$ cat config.mk
export PLATFORM = sky130hd
export DESIGN_NAME = neureka_tcdm_port_aligner
export DESIGN_NICKNAME = d
export VERILOG_FILES = /design/src/rtl/neureka_tcdm_port_aligner.sv
export SDC_FILE = /design/constraint.sdc
export NUM_CORES = 1
export LEC_CHECK = 0
export CAP_MARGIN = 20
export CELL_PAD_IN_SITES_DETAIL_PLACEMENT = 1
export CELL_PAD_IN_SITES_GLOBAL_PLACEMENT = 1
export CORE_AREA = 2 2 296 298
export DETAILED_ROUTE_END_ITERATION = 16
export DIE_AREA = 0 0 298 300
export GPL_TIMING_DRIVEN = 1
export PLACE_DENSITY_LB_ADDON = 0.1
export SLEW_MARGIN = 30
export SYNTH_ARGS = -nofsm -noshare
export SYNTH_HDL_FRONTEND = slang
export SYNTH_SLANG_ARGS = --single-unit
$ cat constraint.sdc
create_clock -name clk_i -period 3.2 [get_ports clk_i]
set_input_delay 0.64 -clock clk_i [delete_from_list [all_inputs] [get_ports clk_i]]
set_output_delay 0.64 -clock clk_i [all_outputs]
set_load 0.05 [all_outputs]
$ cat src/rtl/neureka_tcdm_port_aligner.sv
// Splits one wide streamer transaction into MP 32-bit TCDM port transactions and realigns the replies.
// Define NEUREKA_TCDM_ALIGNER_PERF_EN to build the grant-skew cycle counter on perf_skew_o.
module neureka_tcdm_port_aligner #(
    parameter int unsigned BW        = 128,
    parameter int unsigned MP        = BW / 32,
    parameter int unsigned RSP_DEPTH = 2
) (
    input  logic              clk_i,
    input  logic              rst_ni,
    input  logic              clear_i,
    input  logic              in_req_i,
    output logic              in_gnt_o,
    input  logic [31:0]       in_add_i,
    input  logic              in_wen_i,
    input  logic [BW/8-1:0]   in_be_i,
    input  logic [BW-1:0]     in_data_i,
    output logic              in_r_valid_o,
    output logic [BW-1:0]     in_r_data_o,
    input  logic              in_r_ready_i,
    output logic [MP-1:0]     tcdm_req_o,
    input  logic [MP-1:0]     tcdm_gnt_i,
    output logic [MP*32-1:0]  tcdm_add_o,
    output logic [MP-1:0]     tcdm_wen_o,
    output logic [MP*4-1:0]   tcdm_be_o,
    output logic [MP*32-1:0]  tcdm_data_o,
    input  logic [MP*32-1:0]  tcdm_r_data_i,
    input  logic [MP-1:0]     tcdm_r_valid_i,
    output logic              busy_o,
    output logic [31:0]       perf_skew_o
);

    localparam int unsigned PW = (RSP_DEPTH > 1) ? $clog2(RSP_DEPTH) : 1;
    localparam int unsigned CW = $clog2(RSP_DEPTH + 1);
    localparam logic [CW-1:0] DEPTH_C = CW'(RSP_DEPTH);
    localparam logic [PW-1:0] LAST_PTR = PW'(RSP_DEPTH - 1);

    logic [MP-1:0] pend_q, pend_d;
    logic [CW-1:0] out_cnt_q, out_cnt_d;
    logic [31:0]   fifo_mem_q [MP][RSP_DEPTH];
    logic [31:0]   fifo_mem_d [MP][RSP_DEPTH];
    logic [PW-1:0] wptr_q [MP];
    logic [PW-1:0] wptr_d [MP];
    logic [PW-1:0] rptr_q [MP];
    logic [PW-1:0] rptr_d [MP];
    logic [CW-1:0] fcnt_q [MP];
    logic [CW-1:0] fcnt_d [MP];

    logic          started, issue_ok, req_en, complete, first_gnt, pop;
    logic [MP-1:0] gnt_eff, fifo_nonempty;

    function automatic logic [PW-1:0] ptr_inc(input logic [PW-1:0] p);
        return (p == LAST_PTR) ? '0 : p + 1'b1;
    endfunction

    always_comb begin
        tcdm_add_o = '0;
        for (int i = 0; i < MP; i++) begin
            tcdm_add_o[i*32 +: 32] = in_add_i + 32'(4 * i);
        end
    end

    assign tcdm_wen_o  = {MP{in_wen_i}};
    assign tcdm_be_o   = in_be_i;
    assign tcdm_data_o = in_data_i;

    // Once a wide transaction has started it must finish, so only fresh ones wait for a credit.
    assign started    = ~&pend_q;
    assign issue_ok   = started | (out_cnt_q < DEPTH_C);
    assign req_en     = rst_ni & ~clear_i & in_req_i & issue_ok;
    assign tcdm_req_o = {MP{req_en}} & pend_q;
    assign gnt_eff    = tcdm_gnt_i & tcdm_req_o;
    assign complete   = req_en & ((pend_q & ~gnt_eff) == '0);
    assign first_gnt  = ~started & (|gnt_eff);
    assign in_gnt_o   = complete;
    assign busy_o     = started | (out_cnt_q != '0);

    always_comb begin
        pend_d = pend_q;
        if (complete) begin
            pend_d = '1;
        end else if (req_en) begin
            pend_d = pend_q & ~gnt_eff;
        end
    end

    always_comb begin
        out_cnt_d = out_cnt_q;
        case ({first_gnt, pop})
            2'b10:   out_cnt_d = out_cnt_q + CW'(1);
            2'b01:   out_cnt_d = out_cnt_q - CW'(1);
            default: out_cnt_d = out_cnt_q;
        endcase
    end

    always_comb begin
        for (int i = 0; i < MP; i++) begin
            fifo_nonempty[i] = (fcnt_q[i] != '0);
        end
    end

    assign in_r_valid_o = &fifo_nonempty;
    assign pop          = in_r_valid_o & in_r_ready_i;

    always_comb begin
        in_r_data_o = '0;
        for (int i = 0; i < MP; i++) begin
            in_r_data_o[i*32 +: 32] = in_r_valid_o ? fifo_mem_q[i][rptr_q[i]] : 32'h0;
        end
    end

    // Each port queues its own replies; the wide reply pops every head at once.
    always_comb begin
        fifo_mem_d = fifo_mem_q;
        for (int i = 0; i < MP; i++) begin
            wptr_d[i] = wptr_q[i];
            rptr_d[i] = rptr_q[i];
            fcnt_d[i] = fcnt_q[i];
            if (tcdm_r_valid_i[i]) begin
                fifo_mem_d[i][wptr_q[i]] = tcdm_r_data_i[i*32 +: 32];
                wptr_d[i] = ptr_inc(wptr_q[i]);
            end
            if (pop) begin
                rptr_d[i] = ptr_inc(rptr_q[i]);
            end
            case ({tcdm_r_valid_i[i], pop})
                2'b10:   fcnt_d[i] = fcnt_q[i] + CW'(1);
                2'b01:   fcnt_d[i] = fcnt_q[i] - CW'(1);
                default: fcnt_d[i] = fcnt_q[i];
            endcase
        end
    end

    always_ff @(posedge clk_i) begin
        if (!rst_ni || clear_i) begin
            pend_q    <= '1;
            out_cnt_q <= '0;
            for (int i = 0; i < MP; i++) begin
                wptr_q[i] <= '0;
                rptr_q[i] <= '0;
                fcnt_q[i] <= '0;
            end
        end else begin
            pend_q    <= pend_d;
            out_cnt_q <= out_cnt_d;
            for (int i = 0; i < MP; i++) begin
                wptr_q[i] <= wptr_d[i];
                rptr_q[i] <= rptr_d[i];
                fcnt_q[i] <= fcnt_d[i];
            end
        end
    end

    always_ff @(posedge clk_i) begin
        fifo_mem_q <= fifo_mem_d;
    end

`ifdef NEUREKA_TCDM_ALIGNER_PERF_EN
    logic [31:0] perf_q, perf_d;

    // A cycle counts when, after this cycle's grants, the transaction is still only partly granted.
    always_comb begin
        perf_d = perf_q;
        if (~&pend_d && (perf_q != 32'hFFFF_FFFF)) begin
            perf_d = perf_q + 32'd1;
        end
    end

    always_ff @(posedge clk_i) begin
        if (!rst_ni || clear_i) begin
            perf_q <= '0;
        end else begin
            perf_q <= perf_d;
        end
    end

    assign perf_skew_o = perf_q;
`else
    assign perf_skew_o = '0;
`endif

`ifndef SYNTHESIS
    clear_while_busy: assert property (@(posedge clk_i) disable iff (!rst_ni) clear_i |-> !busy_o);
`endif

endmodule

# After elaboration in Yosys (flattened, before gate mapping)
# Memories as Yosys holds them, arrays and structs flattened.
# Index checks and enable logic that the tools add are counted.
word_totals:
  register_bits: 262
  ramBits: 16
  elab_cells: 172
  mem_count: 3
op_classes:
  addsub: 21
  order_cmp: 13
  eq_ne: 10
  n_mux: 64
  bitwise: 33
  reduce_logical: 18
mem_list:
  columns: ["memory", "words", "width", "read_ports", "rd_clocked_by_memory_dff", "wr", "line_no", "text"]
  rows:
  - ["fcnt_q", 4, 2, 4, 0, 4, "45", "logic [CW-1:0] fcnt_q [MP];"]
  - ["rptr_q", 4, 1, 4, 0, 4, "43", "logic [PW-1:0] rptr_q [MP];"]
  - ["wptr_q", 4, 1, 4, 0, 4, "41", "logic [PW-1:0] wptr_q [MP];"]
ops:
  columns: ["op", "count"]
  rows:
  - ["32-bit two-way mux", 20]
  - ["64-bit bitwise mux", 4]
  - ["32-bit demux with 1-bit select", 4]
  - ["32-bit by 4-bit adder with 32-bit output, second input constant", 2]
  - ["32-bit by 3-bit adder with 32-bit output, second input constant", 1]
  - ["1-bit two-way mux", 27]
  - ["2-bit one-hot mux with 2 select lines", 5]
  - ["2-bit >= comparator, second input constant", 8]
  - ["1-bit NOT with 2-bit output", 8]
  - ["1-bit OR", 14]
  - ["4-bit bitwise AND", 3]
  - ["2-bit nonzero test", 6]
  - ["2-bit by 1-bit adder with 2-bit output, second input constant", 5]
  - ["2-bit by 1-bit equality test with 1-bit output, second input constant", 5]
  - ["2-bit equality test, second input constant", 5]
  - ["2-bit by 1-bit subtractor with 2-bit output, second input constant", 5]
  - ["1-bit adder, second input constant", 8]
  - ["2-bit by 1-bit < comparator with 1-bit output, second input constant", 4]
  - ["2-bit two-way mux", 4]
  - ["4-bit AND reduction", 2]
  - ["1-bit bitwise AND", 6]
  - ["1-bit logical AND", 4]
  - ["4-bit zero test", 1]
  - ["4-bit NOT", 1]
  - ["other kinds (6)", 7]

# Logic depth before layout (Yosys ltp)
# Gate-level depths: netlist of the first run.
logic_depth:
  depth_word: 11
  mapped_depth: 8
  depth_no_buf: 8

# Least setup slack after synthesis of the first run
# Ideal clock, no wire load.
synth_timing:
  kind: "in2out"
  startpoint: "input port in_add_i[3]"
  endpoint: "output port tcdm_add_o[117]"
  t_arrival_ns: 2.813
  required_ns: 2.560
  path_slack_ns: -0.253
  path_stages: 7
  path_buffers: 1
  path_cell_list: "inv_1 -> ha_1 -> a21oi_2 -> nor4_4 -> buf_4 -> nand4_1 -> xnor2_1"
synth_via:
  elab_chain_len: 1
synth_rtl:
  columns: ["element", "line_no", "text"]
  rows:
  - ["start: declaration", "13", "input logic [31:0] in_add_i,"]
  - ["32-bit by 4-bit adder with 32-bit output", "58", "tcdm_add_o[i*32 +: 32] = in_add_i + 32'(4 * i);"]
  - ["end: declaration", "22", "output logic [MP*32-1:0] tcdm_add_o,"]
# No other way between the ends.

# Final worst setup path of the first run
layout_timing:
  startpoint: "input port in_add_i[18]"
  endpoint: "output port tcdm_add_o[53]"
layout_via:
  elab_chain_len: 1
layout_rtl:
  columns: ["element", "line_no"]
  rows:
  - ["32-bit by 3-bit adder with 32-bit output", "58"]
# No other way between the ends.

==> results.txt, run 1 <==
GPL Wtd Cong = 0.768
DP Wirelength = 42900 microns
Final setup viols = 0
initial core utilization = 0.165
crit end category = output port
CP Depth = 9
width of the die = 298 microns
CTS H-tree depth = 2
share of cells above drive strength 1 = 0.316
R2R depth = 8
Core Area = 86200 sq um
ys flop type = edfxtp_1
DRT antenna net count = 0
row count = 108
maximum VDD drop = 0.279 mV
vias in the first global route = 10.7k
Post-synth EDFFs = 256
Via density = 3.61
Synth Area per Inst = 12.4 sq um
Post-synth top cells = edfxtp_1, buf_4, nor2_1
Ports = 761
die area = 89400 sq um
setup TNS = 0 ps
most common cell in the netlist = edfxtp_1
RSZ-0062 raised after global routing = yes
GRT Total Usage = 0.121
die outline height = 300 microns
Clk Latency, worst-skew pair = 570 ps
Final Util = 0.248
# port buffers = 425
Slew @ Worst Pin = 735 ps
FFs w/ async S/R, synth = 0
Worst Setup Path Type = primary input to output port
largest net degree at the start of global routing = 55
CP max stage cell = clkdlybuf4s50_1
WP data required = 2560 ps
Hold Crit Class = register to register
clk_skew = 26.6 ps
slowest stage delay, CP = 550 ps
Hold-fix buffers, CTS = 0
Congestion Overflow GR = 0
WHS Path Cells = 2
drt pass-1 iters = 4
Gate Count Post-Synth = 1143
clock-pin slew on the worst setup and hold paths = 60 ps
number of antenna violations at the first check in global routing = 14
Synth Warn # = 0
crit share post-route = 0.964
clock root cell = clkbuf_16
Layout Nets = 1833
Routed WL = 56100 microns
pwr/cell area = 468 nW/um^2
Synth top area share = 0.542
Area growth, synth to finish = 50.7%
worst path cell trace = clkdlybuf4s50_1, buf_4, nand2_1, nor3_4, buf_12, nand4_1, xnor2_1, buf_4, buf_12
Worst Path Max Fanout = 20
clock period minus worst slack = 3080 ps
first-iteration detailed-routing DRC count = 362
leakage = 0.00814 uW
CTS tree = done
top cells by area, synth = edfxtp_1, buf_4, mux2i_1
sequential fraction of the synthesis area = 0.573
Synth Cell Area = 14200 sq um
Fmax = 324 MHz
TritonCTS Buffers = 39
max-cap violation count = 0
Netlist cell types = 50
clk buf depth = 3
outcome = finished clean
post-synthesis register bit count = 278
Top delay family on crit path = buffers and inverters
crit path DAT = 2440 ps
first-pass GRT wire length = 78800 microns
Max-slew headroom = 0.512
CP Launch Type = primary input
WP buf/inv = 5
Max Slew Vio Count = 0
clk sink count = 278
cell taking the most area after synthesis = edfxtp_1
final hold vios = 0
routed vias = 9722
Avg WL per Cell = 20.8 microns
DRC viols = 0
kinds of logic after synthesis:
logic type | count (synthesis) | synth area share
adder cells (fa/ha/maj) | 9 | 0.00793
flip-flops | 278 | 0.573
multiplexers | 128 | 0.0903
other | 1 | 0.000264
AO/OA/AOI/OAI | 28 | 0.0121
XOR/XNOR | 101 | 0.0623
AND/OR/NAND/NOR | 295 | 0.108
buffers and inverters | 303 | 0.147
worst paths after layout:
| check | start | end | slack, ps |
|---|---|---|---|
| setup / recovery | in_add_i[18] | tcdm_add_o[53] | 120 |
| hold / removal | fcnt_q[0][1] | fcnt_q[0][1] | 490 |
| setup reg to reg | pend_q[1] | out_cnt_q[1] | 1110 |
| hold reg to reg | fcnt_q[0][1] | fcnt_q[0][1] | 490 |
repair_timing:
action	in CTS	in global routing
pin swaps	14	14
setup endpoints to repair	102	51
setup buffers	3	9
gates resized for setup	77	35
tightest hold or removal path: cells and delay by family (launching register included):
family	cells	cell delay, ps
flops	1	320
compound gates	2	130
stage by stage:
step | worst slack, ps | cell area (sq um) | power [uW] | std cells | hold WS [ps]
2_1_floorplan | 5.61 | 14400 | 5550 | 1174 | 458
3_3_place_gp | -224 | 19900 | 5800 | 2608 | 468
3_5_place_dp | -259 | 19900 | 5810 | 2608 | 491
4_1_cts | 0.204 | 21300 | 10300 | 2683 | 500
5_1_grt | -0.750 | 21400 | 10500 | 2692 | 551
6_report | 117 | 21400 | 10000 | 2694 | 486
flip-flops by register name (all words and copies together) (netlist names):
| signal | count |
|---|---|
| fcnt_q | 8 |
| fifo_mem_q | 256 |
| out_cnt_q | 2 |
| pend_q | 4 |
| rptr_q | 4 |
| wptr_q | 4 |
routing by layer:
layer,global-route usage,part of all wire
met3,0.0692,0.12
met5,0.00529,0.0038
met1,0.125,0.36
met4,0.0389,0.031
met2,0.204,0.48
layout make-up:
| class | instances | area [sq um] |
|---|---|---|
| well taps | 1155 | 1450 |
| repair buffers | 573 | 6050 |
| clock buffers | 46 | 1000 |
| inverters | 21 | 78.8 |
| clock inverters | 26 | 264 |
| multi-input cells | 593 | 4410 |
| flip-flops and latches | 278 | 8140 |
| diodes | 2 | 5.00 |
| fillers | 9579 | 64800 |
report_power, final:
group | switching, uW | internal, uW | leakage, uW
combinational | 885 | 661 | 0.00493
clock | 1760 | 2520 | 0.000619
sequential | 40.7 | 4140 | 0.00258
cell usage in the layout (no fill, tap or decap), types with 3 or more instances in the layout:
cell             netlist  routed
and2_1                 7       6
dfxtp_2                0       3
nor2_4                 0       4
buf_6                  3       6
nand3_1               20      18
edfxtp_1             256     256
buf_4                225     247
nor4_4                 6       6
dfxtp_1               22      18
or3_1                  5       5
ha_1                   9       7
o21ai_0               10      10
clkinv_1               0       8
conb_1                 1      32
dlymetal6s2s_1         0      12
nand4_4                2       3
bufinv_16              0       3
nand2_1               37      36
clkbuf_1              10       7
nor2_1               160     155
nor3_1                 8       8
clkbuf_16              0      39
buf_12                 0      99
inv_1                 20      19
mux2i_1              128     128
clkbuf_2               2       6
nand2_2                4       3
xnor2_2                0      24
dlygate4sd2_1          0      50
xor2_1                28      26
clkdlybuf4s50_1        0     152
xnor2_1               73      49
nor3_4                 3       5
a21oi_1                7       7
nand4_1               23      23
clkinv_2               0       8
Power figures use the tool's default switching activity.
==> run 2: changes to the inputs <==
--- a/config.mk
+++ b/config.mk
@@ -5,12 +5,13 @@
 export SDC_FILE = /design/constraint.sdc
 export NUM_CORES = 1
 export LEC_CHECK = 0
+export ABC_AREA = 1
 export CAP_MARGIN = 20
 export CELL_PAD_IN_SITES_DETAIL_PLACEMENT = 1
 export CELL_PAD_IN_SITES_GLOBAL_PLACEMENT = 1
-export CORE_AREA = 2 2 296 298
+export CORE_AREA = 2 2 299 301
 export DETAILED_ROUTE_END_ITERATION = 16
-export DIE_AREA = 0 0 298 300
+export DIE_AREA = 0 0 301 303
 export GPL_TIMING_DRIVEN = 1
 export PLACE_DENSITY_LB_ADDON = 0.1
 export SLEW_MARGIN = 30
==> run 2 against run 1 <==
Sequential share of layout area grew 0.24 points. Clock skew up 2.3 ps. Global-route usage is 0.14 points higher. Synthesized area is 1.4% lower. Register-to-register slack got worse by 210 ps. Combinational power shrank 3%. Cell area fell by 0.72%. Hold slack hardly changed. Critical path type unchanged. Largest power group is now sequential cells.
==> results.txt, run 2 <==
outcome = finished clean
Worst Setup Path Type = primary input to output port
clock-pin slew on the worst setup and hold paths = 60 ps (about the same)
width of the die = 301 microns (+1.0%)
Max Slew Vio Count = 0 (unchanged)
largest net degree at the start of global routing = 51 (-7.3%)
sequential power share = 0.429 (+0.011)
Synth Area per Inst = 10.4 sq um (-16%)
busiest grt layer = met2
commonest non-fill, non-tap cell in the layout = nand2_1
Synth Warn # = 0 (unchanged)
Combinational Power Share = 0.154 (about the same)
Gate Count Post-Synth = 1348 (+18%)
CTS H-tree depth = 2 (unchanged)
fin cells = 2919 (+8.4%)
clk buf depth = 3 (unchanged)
DRT antenna net count = 0 (unchanged)
Hold Crit Class = register to register
Hold-fix buffers, CTS = 0 (unchanged)
clock root cell = clkbuf_16
dpl cells = 2840 (+8.9%)
max-cap violation count = 0 (unchanged)
Worst Path Max Fanout = 3 (-85%)
number of antenna violations at the first check in global routing = 11 (-3)
final hold vios = 0 (unchanged)
top cells by area, synth = edfxtp_1, buf_4, nand2_1
GRT met1 Usage = 0.128 (+0.00350)
Power, Total = 9730 uW (-2.8%)
pwr/cell area = 458 nW/um^2 (-2.1%)
Clk Latency, worst-skew pair = 550 ps (-20 ps)
CTS tree = done
largest family of logic cells by synthesized area = buffers and inverters
vias in the first global route = 11.5k (+7.1%)
drt pass-1 iters = 4 (unchanged)
post-route cell area = 21200 sq um (-0.72%)
Synth top area share = 0.549 (+0.00770)
Fmax = 321 MHz (-1.0%)
Biggest register = fifo_mem_q
sequential fraction of the synthesis area = 0.581 (+0.00814)
Layout Nets = 2049 (+12%)
hold_sp = fcnt_q[2][1]
Final Util = 0.241 (-0.00670)
share of cells above drive strength 1 = 0.316 (+0.000660)
simple-gate area share of the yosys netlist = 0.150 (+0.0420)
first-pass GRT wire length = 81000 microns (+2.8%)
Area growth, synth to finish = 51.8%
Synth Cell Area = 14000 sq um (-1.4%)
die area = 91200 sq um (+2.0%)
clock period minus worst slack = 3110 ps (+31.2 ps)
biggest regs = fifo_mem_q: 256 flops, fcnt_q: 8 flops
WP data required = 2560 ps (about the same)
P_sw = 2550 uW (-5.1%)
RSZ-0062 raised after global routing = yes
DP Area = 19700 sq um (-1.3%)
number of flip-flops in the largest register = 256 (unchanged)
maximum VDD drop = 0.307 mV (+10%)
Final setup viols = 0 (unchanged)
Clock Power Share = 0.417 (-0.011)
Core Area = 88000 sq um (+2.0%)
grt met3 use = 0.0636 (-0.00564)
Ports = 761 (unchanged)
mux contribution to synthesized area = 0 (-0.0903)
# port buffers = 425 (unchanged)
first-iteration detailed-routing DRC count = 256 (-29%)
crit end category = output port
crit share post-route = 0.973 (+0.00976)
cell taking the most area after synthesis = edfxtp_1
FFs w/ async S/R, synth = 0 (unchanged)
ys flop type = edfxtp_1
crit path DAT = 2470 ps (+30 ps)
most frequent cells in the layout = nand2_1, buf_4, edfxtp_1, clkdlybuf4s50_1, a21oi_1
Slew @ Worst Pin = 617 ps (-118 ps)
post-synthesis register bit count = 278 (unchanged)
DRC viols = 0 (unchanged)
clk sink count = 278 (unchanged)
Routed WL = 57800 microns (+3.1%)
row count = 109 (+0.93%)
routed vias = 10.5k (+8.3%)
GRT Total Usage = 0.122 (+0.00143)
sw frac = 0.262 (-0.00633)
Post-Synth XOR/XNOR Area = 0.0518 (-0.0105)
Max-slew headroom = 0.588 (+0.0766)
worst r2r src = pend_q[3]
Via density = 3.61 (about the same)
adder-cell share of the synthesized area = 0.00805 (+0.000113)
Avg WL per Cell = 19.8 microns (-4.9%)
Post-synth EDFFs = 256 (unchanged)
final hold slack = 486 ps (-0.237 ps)
Post-synth top cells = nand2_1, edfxtp_1, buf_4
TritonCTS Buffers = 38 (-2.6%)
DP Wirelength = 44400 microns (+3.4%)
met2 Track Usage GR = 0.211 (+0.00668)
leakage = 0.00851 uW (+4.5%)
GPL Wtd Cong = 0.738 (-3.8%)
CP Launch Type = primary input
internal power = 7180 uW (-2.0%)
die outline height = 303 microns (+1.0%)
most common cell in the netlist = nand2_1
initial core utilization = 0.159 (-0.00554)
clk_skew = 28.9 ps (+2.31 ps)
Congestion Overflow GR = 0 (unchanged)
Compound-Gate Fraction of Synth Area = 0.0558 (+0.0437)
Netlist cell types = 33 (-34%)
Worst Setup SP = in_add_i[12]
==> run 2: cell count changes in the layout (fill, tap and decap cells not counted), moves of 25 or more <==
| cell | change |
|---|---|
| xor2_1 | +25 |
| inv_1 | +30 |
| nand2_1 | +308 |
| nor2_1 | -113 |
| dlygate4sd2_1 | -43 |
| buf_4 | +52 |
| xnor2_1 | -37 |
| mux2i_1 | -128 |
| a21oi_1 | +135 |
==> run 2: power by group through the flow <==
stage          Clock (uW)  Sequential, uW  Combinational [uW]
4_1_cts              4280            4170                1520
6_report             4060            4170                1500
2_1_floorplan           0            4240                1240
3_3_place_gp            0            4240                1500
3_5_place_dp            0            4250                1510
5_1_grt              4410            4190                1590
==> run 2: layout make-up <==
type	instances	area (sq um)
flip-flops and latches	278	8130
inverters	60	228
clock buffers	48	1010
well taps	1165	1460
clock inverters	22	176
repair buffers	580	6050
multi-input cells	764	4190
diodes	2	5.00
fillers	9893	66700
==> run 2: timing repair <==
action                     CTS  global route
pin swaps                   11            13
setup endpoints to repair   60            47
hold endpoints to repair     0             0
resized for setup           49            38
setup buffers                5             2
cloned                       0             0
==> run 2: cells by family after synthesis <==
group	after synthesis
DFF	278
adders and majority gates	9
xor gates and xnor gates	82
other	1
buffers and inverters	337
and+or+nand+nor	487
AOI/OAI and AO/OA	154
==> run 2: path summary, 6_finish.rpt <==
path         slack, ps  depth (start not counted)        endpoint
max                 90                         10  tcdm_add_o[85]
min reg2reg        490                          2    fcnt_q[2][1]
max reg2reg        900                         13    out_cnt_q[1]
min                490                          2    fcnt_q[2][1]
==> run 2: worst max-delay path: stages <==
cell and delay (ps):
clkdlybuf4s50_1 460, buf_4 150, nand2_2 80, buf_4 150, nor2_1 140, nand2_1 140
nor3_2 220, xor2_1 220, buf_4 150, buf_12 120
==> run 2: through the flow <==
step | setup slack (ps) | setup TNS [ps]
6_report | 85.3 | 0
4_1_cts | -3.12 | -5.36
3_5_place_dp | -409 | -6570
2_1_floorplan | 21.0 | 0
3_3_place_gp | -362 | -6230
5_1_grt | -16.1 | -25.6
==> run 2: per-layer routing <==
layer  share of wire  routed length [microns]  vias up
li1                -                        -     4936
met1            0.37                    21300     5006
met2            0.49                    28400      462
met3            0.11                     6470      109
met4           0.026                     1490       16
met5          0.0018                      104        -
